--- src/rtl/rename_unit.sv ---
// rename_unit: register-rename stage feeding the reorder buffer.
//
// Maps architectural sources/destination onto physical registers using a
// speculative RAT, an architectural (committed) RAT and a circular free list.
// Renamed results are registered (latency 1, single-cycle ren_valid_o pulse).
//
// Ports:
//   clk_i, rst_ni                     clock, asynchronous active-low reset
//   dec_valid_i, dec_rs1/rs2/rd_i     decoded instruction in
//   dec_ready_o                       rename accepts this cycle
//   rob_ready_i                       ROB has a free entry
//   ren_valid_o, ren_ps1/ps2_o        renamed instruction out
//   ren_rd_o, ren_pd_o, ren_old_pd_o  allocation tuple for the ROB
//   commit_valid_i, commit_rd_i,
//   commit_pd_i, commit_old_pd_i      retiring mapping from the ROB
//   branch_mispredict_i               flush un-committed renames
//   free_count_o                      free-list occupancy (0..32)
//   rn_err_o                          sticky protocol error
//
// Optional feature: define RENAME_PROTECT_EN to enable commit protocol checks
// (rn_err_o and suppression of the offending free-list push). Without it,
// rn_err_o is tied low.

module rename_unit #(
    parameter int unsigned ArchRegs = 32,
    parameter int unsigned PhysRegs = 64
) (
    input  logic                                      clk_i,
    input  logic                                      rst_ni,
    input  logic                                      dec_valid_i,
    input  logic [$clog2(ArchRegs)-1:0]               dec_rs1_i,
    input  logic [$clog2(ArchRegs)-1:0]               dec_rs2_i,
    input  logic [$clog2(ArchRegs)-1:0]               dec_rd_i,
    output logic                                      dec_ready_o,
    input  logic                                      rob_ready_i,
    output logic                                      ren_valid_o,
    output logic [$clog2(PhysRegs)-1:0]               ren_ps1_o,
    output logic [$clog2(PhysRegs)-1:0]               ren_ps2_o,
    output logic [$clog2(ArchRegs)-1:0]               ren_rd_o,
    output logic [$clog2(PhysRegs)-1:0]               ren_pd_o,
    output logic [$clog2(PhysRegs)-1:0]               ren_old_pd_o,
    input  logic                                      commit_valid_i,
    input  logic [$clog2(ArchRegs)-1:0]               commit_rd_i,
    input  logic [$clog2(PhysRegs)-1:0]               commit_pd_i,
    input  logic [$clog2(PhysRegs)-1:0]               commit_old_pd_i,
    input  logic                                      branch_mispredict_i,
    output logic [$clog2(PhysRegs-ArchRegs):0]        free_count_o,
    output logic                                      rn_err_o
);

    localparam int unsigned Aw      = $clog2(ArchRegs);
    localparam int unsigned Pw      = $clog2(PhysRegs);
    localparam int unsigned FlDepth = PhysRegs - ArchRegs;
    localparam int unsigned FlAw    = $clog2(FlDepth);
    localparam int unsigned PtrW    = FlAw + 1;  // extra wrap bit distinguishes full/empty

    logic [Pw-1:0]   spec_rat_q [ArchRegs];
    logic [Pw-1:0]   spec_rat_d [ArchRegs];
    logic [Pw-1:0]   arch_rat_q [ArchRegs];
    logic [Pw-1:0]   arch_rat_d [ArchRegs];
    logic [Pw-1:0]   fl_q       [FlDepth];
    logic [Pw-1:0]   fl_d       [FlDepth];

    logic [PtrW-1:0] head_q, head_d;
    logic [PtrW-1:0] tail_q, tail_d;
    logic [PtrW-1:0] commit_head_q, commit_head_d;

    logic            ren_valid_q, ren_valid_d;
    logic [Pw-1:0]   ren_ps1_q, ren_ps1_d;
    logic [Pw-1:0]   ren_ps2_q, ren_ps2_d;
    logic [Aw-1:0]   ren_rd_q, ren_rd_d;
    logic [Pw-1:0]   ren_pd_q, ren_pd_d;
    logic [Pw-1:0]   ren_old_pd_q, ren_old_pd_d;

    logic            fire;
    logic            alloc;
    logic            push;
    logic [Pw-1:0]   fl_head;

    assign free_count_o = tail_q - head_q;
    assign dec_ready_o  = rob_ready_i & (free_count_o != '0) & ~branch_mispredict_i;
    assign fire         = dec_valid_i & dec_ready_o;
    assign alloc        = fire & (dec_rd_i != '0);
    assign fl_head      = fl_q[head_q[FlAw-1:0]];

`ifdef RENAME_PROTECT_EN
    logic bad_commit;
    logic rn_err_q;

    assign bad_commit = commit_valid_i &
                        ((free_count_o == PtrW'(FlDepth)) ||
                         ((commit_old_pd_i == '0) && (commit_rd_i != '0)) ||
                         (commit_rd_i == '0));
    // A bad commit does not return a register, so neither tail nor
    // commit_head move; this keeps tail - commit_head within the list depth.
    assign push       = commit_valid_i & ~bad_commit;
    assign rn_err_o   = rn_err_q;

    always_ff @(posedge clk_i or negedge rst_ni) begin
        if (!rst_ni) begin
            rn_err_q <= 1'b0;
        end else if (bad_commit) begin
            rn_err_q <= 1'b1;
        end
    end
`else
    assign push     = commit_valid_i;
    assign rn_err_o = 1'b0;
`endif

    // Commit side: architectural RAT and free-list return.
    always_comb begin
        arch_rat_d    = arch_rat_q;
        fl_d          = fl_q;
        tail_d        = tail_q;
        commit_head_d = commit_head_q;
        if (commit_valid_i) begin
            arch_rat_d[commit_rd_i] = commit_pd_i;
        end
        if (push) begin
            fl_d[tail_q[FlAw-1:0]] = commit_old_pd_i;
            tail_d                 = tail_q + PtrW'(1);
            commit_head_d          = commit_head_q + PtrW'(1);
        end
    end

    // Speculative side: allocation, or restore from the post-commit state.
    always_comb begin
        spec_rat_d = spec_rat_q;
        head_d     = head_q;
        if (branch_mispredict_i) begin
            spec_rat_d = arch_rat_d;
            head_d     = commit_head_d;
        end else if (alloc) begin
            spec_rat_d[dec_rd_i] = fl_head;
            head_d               = head_q + PtrW'(1);
        end
    end

    // Registered rename results; fields only reload on fire.
    always_comb begin
        ren_valid_d  = fire;
        ren_ps1_d    = ren_ps1_q;
        ren_ps2_d    = ren_ps2_q;
        ren_rd_d     = ren_rd_q;
        ren_pd_d     = ren_pd_q;
        ren_old_pd_d = ren_old_pd_q;
        if (fire) begin
            ren_ps1_d    = (dec_rs1_i == '0) ? '0 : spec_rat_q[dec_rs1_i];
            ren_ps2_d    = (dec_rs2_i == '0) ? '0 : spec_rat_q[dec_rs2_i];
            ren_rd_d     = dec_rd_i;
            ren_pd_d     = alloc ? fl_head : '0;
            ren_old_pd_d = alloc ? spec_rat_q[dec_rd_i] : '0;
        end
    end

    always_ff @(posedge clk_i or negedge rst_ni) begin
        if (!rst_ni) begin
            for (int i = 0; i < ArchRegs; i++) begin
                spec_rat_q[i] <= Pw'(i);
                arch_rat_q[i] <= Pw'(i);
            end
            for (int k = 0; k < FlDepth; k++) begin
                fl_q[k] <= Pw'(ArchRegs + k);
            end
            head_q        <= '0;
            commit_head_q <= '0;
            tail_q        <= PtrW'(FlDepth);
            ren_valid_q   <= 1'b0;
            ren_ps1_q     <= '0;
            ren_ps2_q     <= '0;
            ren_rd_q      <= '0;
            ren_pd_q      <= '0;
            ren_old_pd_q  <= '0;
        end else begin
            spec_rat_q    <= spec_rat_d;
            arch_rat_q    <= arch_rat_d;
            fl_q          <= fl_d;
            head_q        <= head_d;
            commit_head_q <= commit_head_d;
            tail_q        <= tail_d;
            ren_valid_q   <= ren_valid_d;
            ren_ps1_q     <= ren_ps1_d;
            ren_ps2_q     <= ren_ps2_d;
            ren_rd_q      <= ren_rd_d;
            ren_pd_q      <= ren_pd_d;
            ren_old_pd_q  <= ren_old_pd_d;
        end
    end

    assign ren_valid_o  = ren_valid_q;
    assign ren_ps1_o    = ren_ps1_q;
    assign ren_ps2_o    = ren_ps2_q;
    assign ren_rd_o     = ren_rd_q;
    assign ren_pd_o     = ren_pd_q;
    assign ren_old_pd_o = ren_old_pd_q;

endmodule

--- config.mk ---
export PLATFORM = sky130hd
export DESIGN_NAME = rename_unit
export DESIGN_NICKNAME = d
export VERILOG_FILES = /design/src/rtl/rename_unit.sv
export SDC_FILE = /design/constraint.sdc
export NUM_CORES = 1
export LEC_CHECK = 0
export CAP_MARGIN = 10
export CORE_MARGIN = 10
export CORE_UTILIZATION = 57
export DETAILED_ROUTE_END_ITERATION = 10
export PLACE_DENSITY = 0.77
export SYNTH_ARGS = -nofsm -noshare
export SYNTH_HDL_FRONTEND = slang
export SYNTH_SLANG_ARGS = --single-unit
--- constraint.sdc ---
create_clock -name clk_i -period 3.3 [get_ports clk_i]
set_input_delay 0.66 -clock clk_i [delete_from_list [all_inputs] [get_ports clk_i]]
set_output_delay 0.66 -clock clk_i [all_outputs]
set_load 0.005 [all_outputs]
== Yosys cells after proc, flatten, opt, wreduce, memory -nomap -nowiden ==
Index checks and enable logic that the tools add are counted.
Cells by class
  $add $sub $neg: 4
  magnitude comparators: 9
  muxes and demuxes: 31
  bitwise logic cells: 11
  reduce and logical (&&, ||, !) cells: 8
Operator list (count)
  $bwmux W192: 3
  $mux W192: 3
  $bmux W6 S5: 4
  $mux W6: 18
  $demux W6 S5: 3
  $ge A6 B6 Y1 const B: 6
  $not A5 Y6: 6
  $add A6 B1 Y6 const B: 3
  $lt A6 B1 Y1 const B: 3
  $logic_not A5 Y1: 2
  $reduce_bool A6 Y1: 1
  $sub A6 B6 Y6: 1
  $reduce_bool A5 Y1: 1
  $and A1 B1 Y1: 4
  $logic_and A1 B1 Y1: 3
  $reduce_bool A2 Y1: 1
  $not A1 Y1: 1
Word-level totals
  flip-flop bits (word level): 624
  logic and storage cells: 168

== Depth between registers and ports, before layout ==
  depth after elaboration: 8
  gate-level depth with buffers: 13
  depth with buffers taken out: 9

== Least setup slack after synthesis ==
Ideal clock, no wire load.
  kind: register -> output
  start: reg head_q[1]
  end: out dec_ready_o
  arrival time: 2.741 ns
  required time: 2.640 ns
  slack: -0.101 ns
  cell stages (with the launch flop): 12
  buffers on the path: 4
  cell sequence: dfrtp_1 > buf_2 > buf_1 > inv_1 > ha_1 > nand2b_1 > a21oi_1 > xnor2_1 > nand4_2 > clkbuf_1 > clkbuf_1 > and3_1
Between the ends
  cells in the longest elaborated chain, start to end: 4
Ends and longest elaborated chain
  start: declaration: line 64  | logic [PtrW-1:0] head_q, head_d;
  start signal: assignment: line 166  | head_q <= '0;
  start signal: assignment: line 179  | head_q <= head_d;
  $sub A6 B6 Y6: line 80  | assign free_count_o = tail_q - head_q;
  $reduce_bool A6 Y1: line 81  | assign dec_ready_o = rob_ready_i & (free_count_o != '0) & ~branch_mispredict_i;
  $and A1 B1 Y1 (2 in a row): line 81
  end: declaration: line 34  | output logic dec_ready_o,
No other way between the ends.

== Final worst setup path ==
  start: reg head_q[0]
  end: out dec_ready_o
The elaborated chain is that of the path after synthesis.

==> reports/results.tsv <==
stage	metric	value	unit
sta	setup_viol	1	
power	p_sw_frac	0.3493	
route	vias_per_cell	6.983	
status	outcome	complete, but fails checks	
synth	synth_seq_area_share	0.4906	
run	maxCapViolCount	0	
route	drc	0	
floorplanning	start_util	0.5757	
cts	holdBufCountCts	0	
synth	synth_area	0.03252	mm2
floorplanning	dieArea	0.06702	mm2
worst_setup_path	cp_cell_sequence	ha_4 -> fa_2 -> inv_2 -> nor4_4 -> mux2_4 -> nand4_4 -> and3_4 -> buf_6	
worst_setup_path	worst_setup_path_start_kind	flop	
synth	synthAdderAreaFrac	0.004847	
status	violations	negative setup slack	
synth	synth_top_family_by_area	multiplexers	
sta	setup_ws	-0.1706	ns
power	power_density	850.0	mW/mm2
worst_setup_path	arrival	2.81	ns
synth	synth_cell_type_count	61	
layout	final_core_util	0.6686	
cts	root_buffer	clkbuf_16	
power	pwr-share-seq	0.371	
synth	synth_seq_cells	624	
floorplanning	core	0.05650	mm2
synth	post_synth_and_or_nand_nor_area_fraction	0.07382	
cts	cts_tree	built	
synth	synth_ff_type	dfrtp_1	
global_routing	grt_pass1_wl	155000	um
route	routed_wl	101300	um
sta	worstMarginPinSlew	0.9038	ns
worst_setup_path	slowest_stage	fa_2	
hold_path	hp-class	in2async	
global_routing	grt_max_degree	124	
global_routing	grt_pass1_vias	24570	
global_routing	grt_antenna_before_repair	5	
synth	synthXorXnorAreaFrac	0.003231	
floorplanning	io_pins	76	
worst_setup_path	cp.required	2.64	ns
cts	clock_latency	0.63	ns
worst_setup_path	critPathMaxStageDelay	0.54	ns
synth	synthArstFlopShare	1.000	
worst_setup_path	path_max_fanout	2	
placed_design	io_buffers	74	
layout	layout_common_cells	mux2_2 (436), dfrtp_1 (350), dfstp_2 (273), mux4_2 (180), buf_4 (158)	
worst_setup_path	critPathKind	reg2out	
sta	post-route-period-util	1.052	
sta	rsz0062_at_grt	yes	
route	dr.pass1.iters	6	
sta	slew_violations	0	
global_routing	grt.overflow.total	0	
sta	skew	0.02525	ns
cts	clk_transition_reported_paths	0.06	ns
cts	numCtsBuffers	69	
placed_design	dp_slack	-0.004514	ns
power	p_leak	15.71	nW
synth	synth_compound_area_frac	0.09367	
layout	layout_commonest_cell	mux2_2	
synth	syn_inst	2466	
sta	slew_headroom	0.3975	
placed_design	dpl.hpwl	67790	um
power	p_switching	0.01121	W
power	irDropWorstVdd	1.001	mV
global_routing	grt_use_total	0.3019	
power	p_clk_frac	0.255	
cts	htree_num_levels	3	
placed_design	place_congestion	0.9878	
route	ant_nets	0	
sta	max_freq	288.1	MHz
synth	synth-warning-count	0	
synth	syn_area_per_cell	13.19	um2
route	drt-initial-drc-count	2757	
sta	hold_viol	0	
floorplanning	fp.dieH	258.9	um
route	drt-wirelength-per-cell	29.76	um
cts	cts_buffer_depth	3	
power	power_frac_comb	0.374	
layout	fin_nets	2639	
layout	fill_cells	3885	
power	intPower	0.02089	W
route	vias	23760	
sta	period_minus_slack	3.471	ns
synth	synthMuxAreaShare	0.2996	
floorplanning	rows	87	
cts	cts_sinks	624	
floorplanning	die_w	258.9	um
layout	drive_gt1_frac	0.4713	
synth	synth_edf_count	0	
synth	synth_nets	2516	
sta	holdWs	0.07228	ns
layout	syn_to_final_growth	16.13	%
worst_setup_path	critPathCaptureType	output pin	
## final cells by class
| type | instances | area [um2] | share of cell area |
|---|---|---|---|
| inverter | 46 | 172.7 | 0.004571 |
| timing repair buffer | 264 | 2571 | 0.06807 |
| tap | 756 | 945.9 | 0.02504 |
| clock buffer | 100 | 2007 | 0.05313 |
| clock inverter | 28 | 424.2 | 0.01123 |
| antenna | 1 | 2.502 | 0.00006625 |
| sequential | 624 | 15960 | 0.4226 |
| multi-input combinational | 1584 | 15690 | 0.4153 |
## Yosys cell counts (5+ instances only)
master | n | area (um2)
a211o_1 | 7 | 61.31
a21o_1 | 6 | 45.04
a21oi_1 | 48 | 240.2
a221o_1 | 84 | 840.8
a22o_1 | 7 | 61.31
a22oi_1 | 38 | 285.3
a32o_1 | 11 | 110.1
a32oi_1 | 12 | 105.1
and2_1 | 54 | 337.8
and3_1 | 32 | 200.2
buf_1 | 12 | 45.04
buf_2 | 39 | 195.2
buf_4 | 7 | 52.55
buf_6 | 8 | 90.09
clkbuf_1 | 142 | 533.0
dfrtp_1 | 351 | 8783
dfstp_2 | 273 | 7173
ha_1 | 11 | 137.6
inv_1 | 46 | 172.7
mux2_2 | 437 | 4921
mux2i_1 | 77 | 770.7
mux4_2 | 180 | 4054
nand2_1 | 133 | 499.2
nand2b_1 | 13 | 81.33
nand3_1 | 87 | 435.4
nand4_1 | 19 | 118.9
nor2_1 | 70 | 262.8
nor2b_1 | 12 | 75.07
nor3_1 | 32 | 160.2
nor3_2 | 10 | 100.1
o211ai_1 | 5 | 37.54
o21ai_0 | 36 | 180.2
o21ai_1 | 10 | 50.05
o22ai_1 | 27 | 168.9
o311a_1 | 22 | 220.2
o311ai_0 | 40 | 350.3
o41ai_1 | 18 | 157.7
or3_1 | 7 | 43.79
xnor2_1 | 7 | 61.31
xor2_1 | 5 | 43.79
## critical path, delay by kind of cell (launching register included)
family	cells	cell delay, ns
DFF	1	0.49
and+or+nand+nor	3	0.62
buffers and inverters	2	0.17
muxes	1	0.20
adders and majority gates	2	0.71
## what timing repair did
item / 4_1_cts / 5_1_grt
gates resized for setup: 21 / 31
buffers inserted: 2 / 10
pin swaps: 7 / 8
setup endpoints to repair: 11 / 39
endpoints found under the hold margin: 0 / 0
## power by group through the flow
| stage | Clock, W | Sequential [W] | Combinational, W |
|---|---|---|---|
| 2_1_floorplan | 0 | 0.0114 | 0.00658 |
| 3_3_place_gp | 0 | 0.0117 | 0.0109 |
| 3_5_place_dp | 0 | 0.0119 | 0.0111 |
| 4_1_cts | 0.00827 | 0.0118 | 0.0114 |
| 5_1_grt | 0.00859 | 0.0121 | 0.0125 |
| 6_report | 0.00820 | 0.0119 | 0.0120 |
## cell families (layout without fill, tap and decap cells)
group	count (synthesis)	count (layout)
mux	694	694
fa+ha+maj	12	12
simple gates	480	480
buf+inv	258	438
other cells	1	2
flops	624	624
xor+xnor	12	12
compound gates	385	385
## routing by layer
layer / share of wire / up-vias / global-route usage
met5: 0.000089 / - / 0
met4: 0.061 / 2 / 0.1637
met3: 0.086 / 379 / 0.05870
met2: 0.47 / 1409 / 0.4815
met1: 0.38 / 12260 / 0.3860
li1: - / 9712 / -
## flip-flops by register name, summed over array words and instances, names as in the netlist
register,flops
ren_valid_o,1
commit_head_q,6
tail_q,6
arch_rat_q,192
spec_rat_q,192
ren_ps2_o,6
ren_ps1_o,6
fl_q,192
ren_pd_o,6
head_q,6
ren_old_pd_o,6
ren_rd_o,5
## per-stage QoR
stage | instance area [um2] | instances | power [W] | TNS (ns)
floorplan | 32530 | 2466 | 0.01799 | 0
global route | 37770 | 3402 | 0.03324 | -0.4888
CTS | 37550 | 3392 | 0.03152 | -0.2117
detailed placement | 35030 | 3262 | 0.02305 | -0.004514
global placement | 35030 | 3262 | 0.02265 | 0
finish | 37770 | 3403 | 0.03210 | -0.1706
## worst paths after layout
kind,startpoint,to,slack [ns],depth (start not counted)
worst max-delay path,head_q[0],dec_ready_o,-0.17,8
worst min-delay path,rst_ni,spec_rat_q[102],0.07,1
worst max register to register,head_q[0],spec_rat_q[13],0.05,12
worst min register to register,ren_ps2_o[5],ren_ps2_o[5],0.49,2
max in group asynchronous,rst_ni,arch_rat_q[141],2.26,2
min in group clk_i,ren_ps2_o[5],ren_ps2_o[5],0.49,2
(Power assumes the default switching activity.)
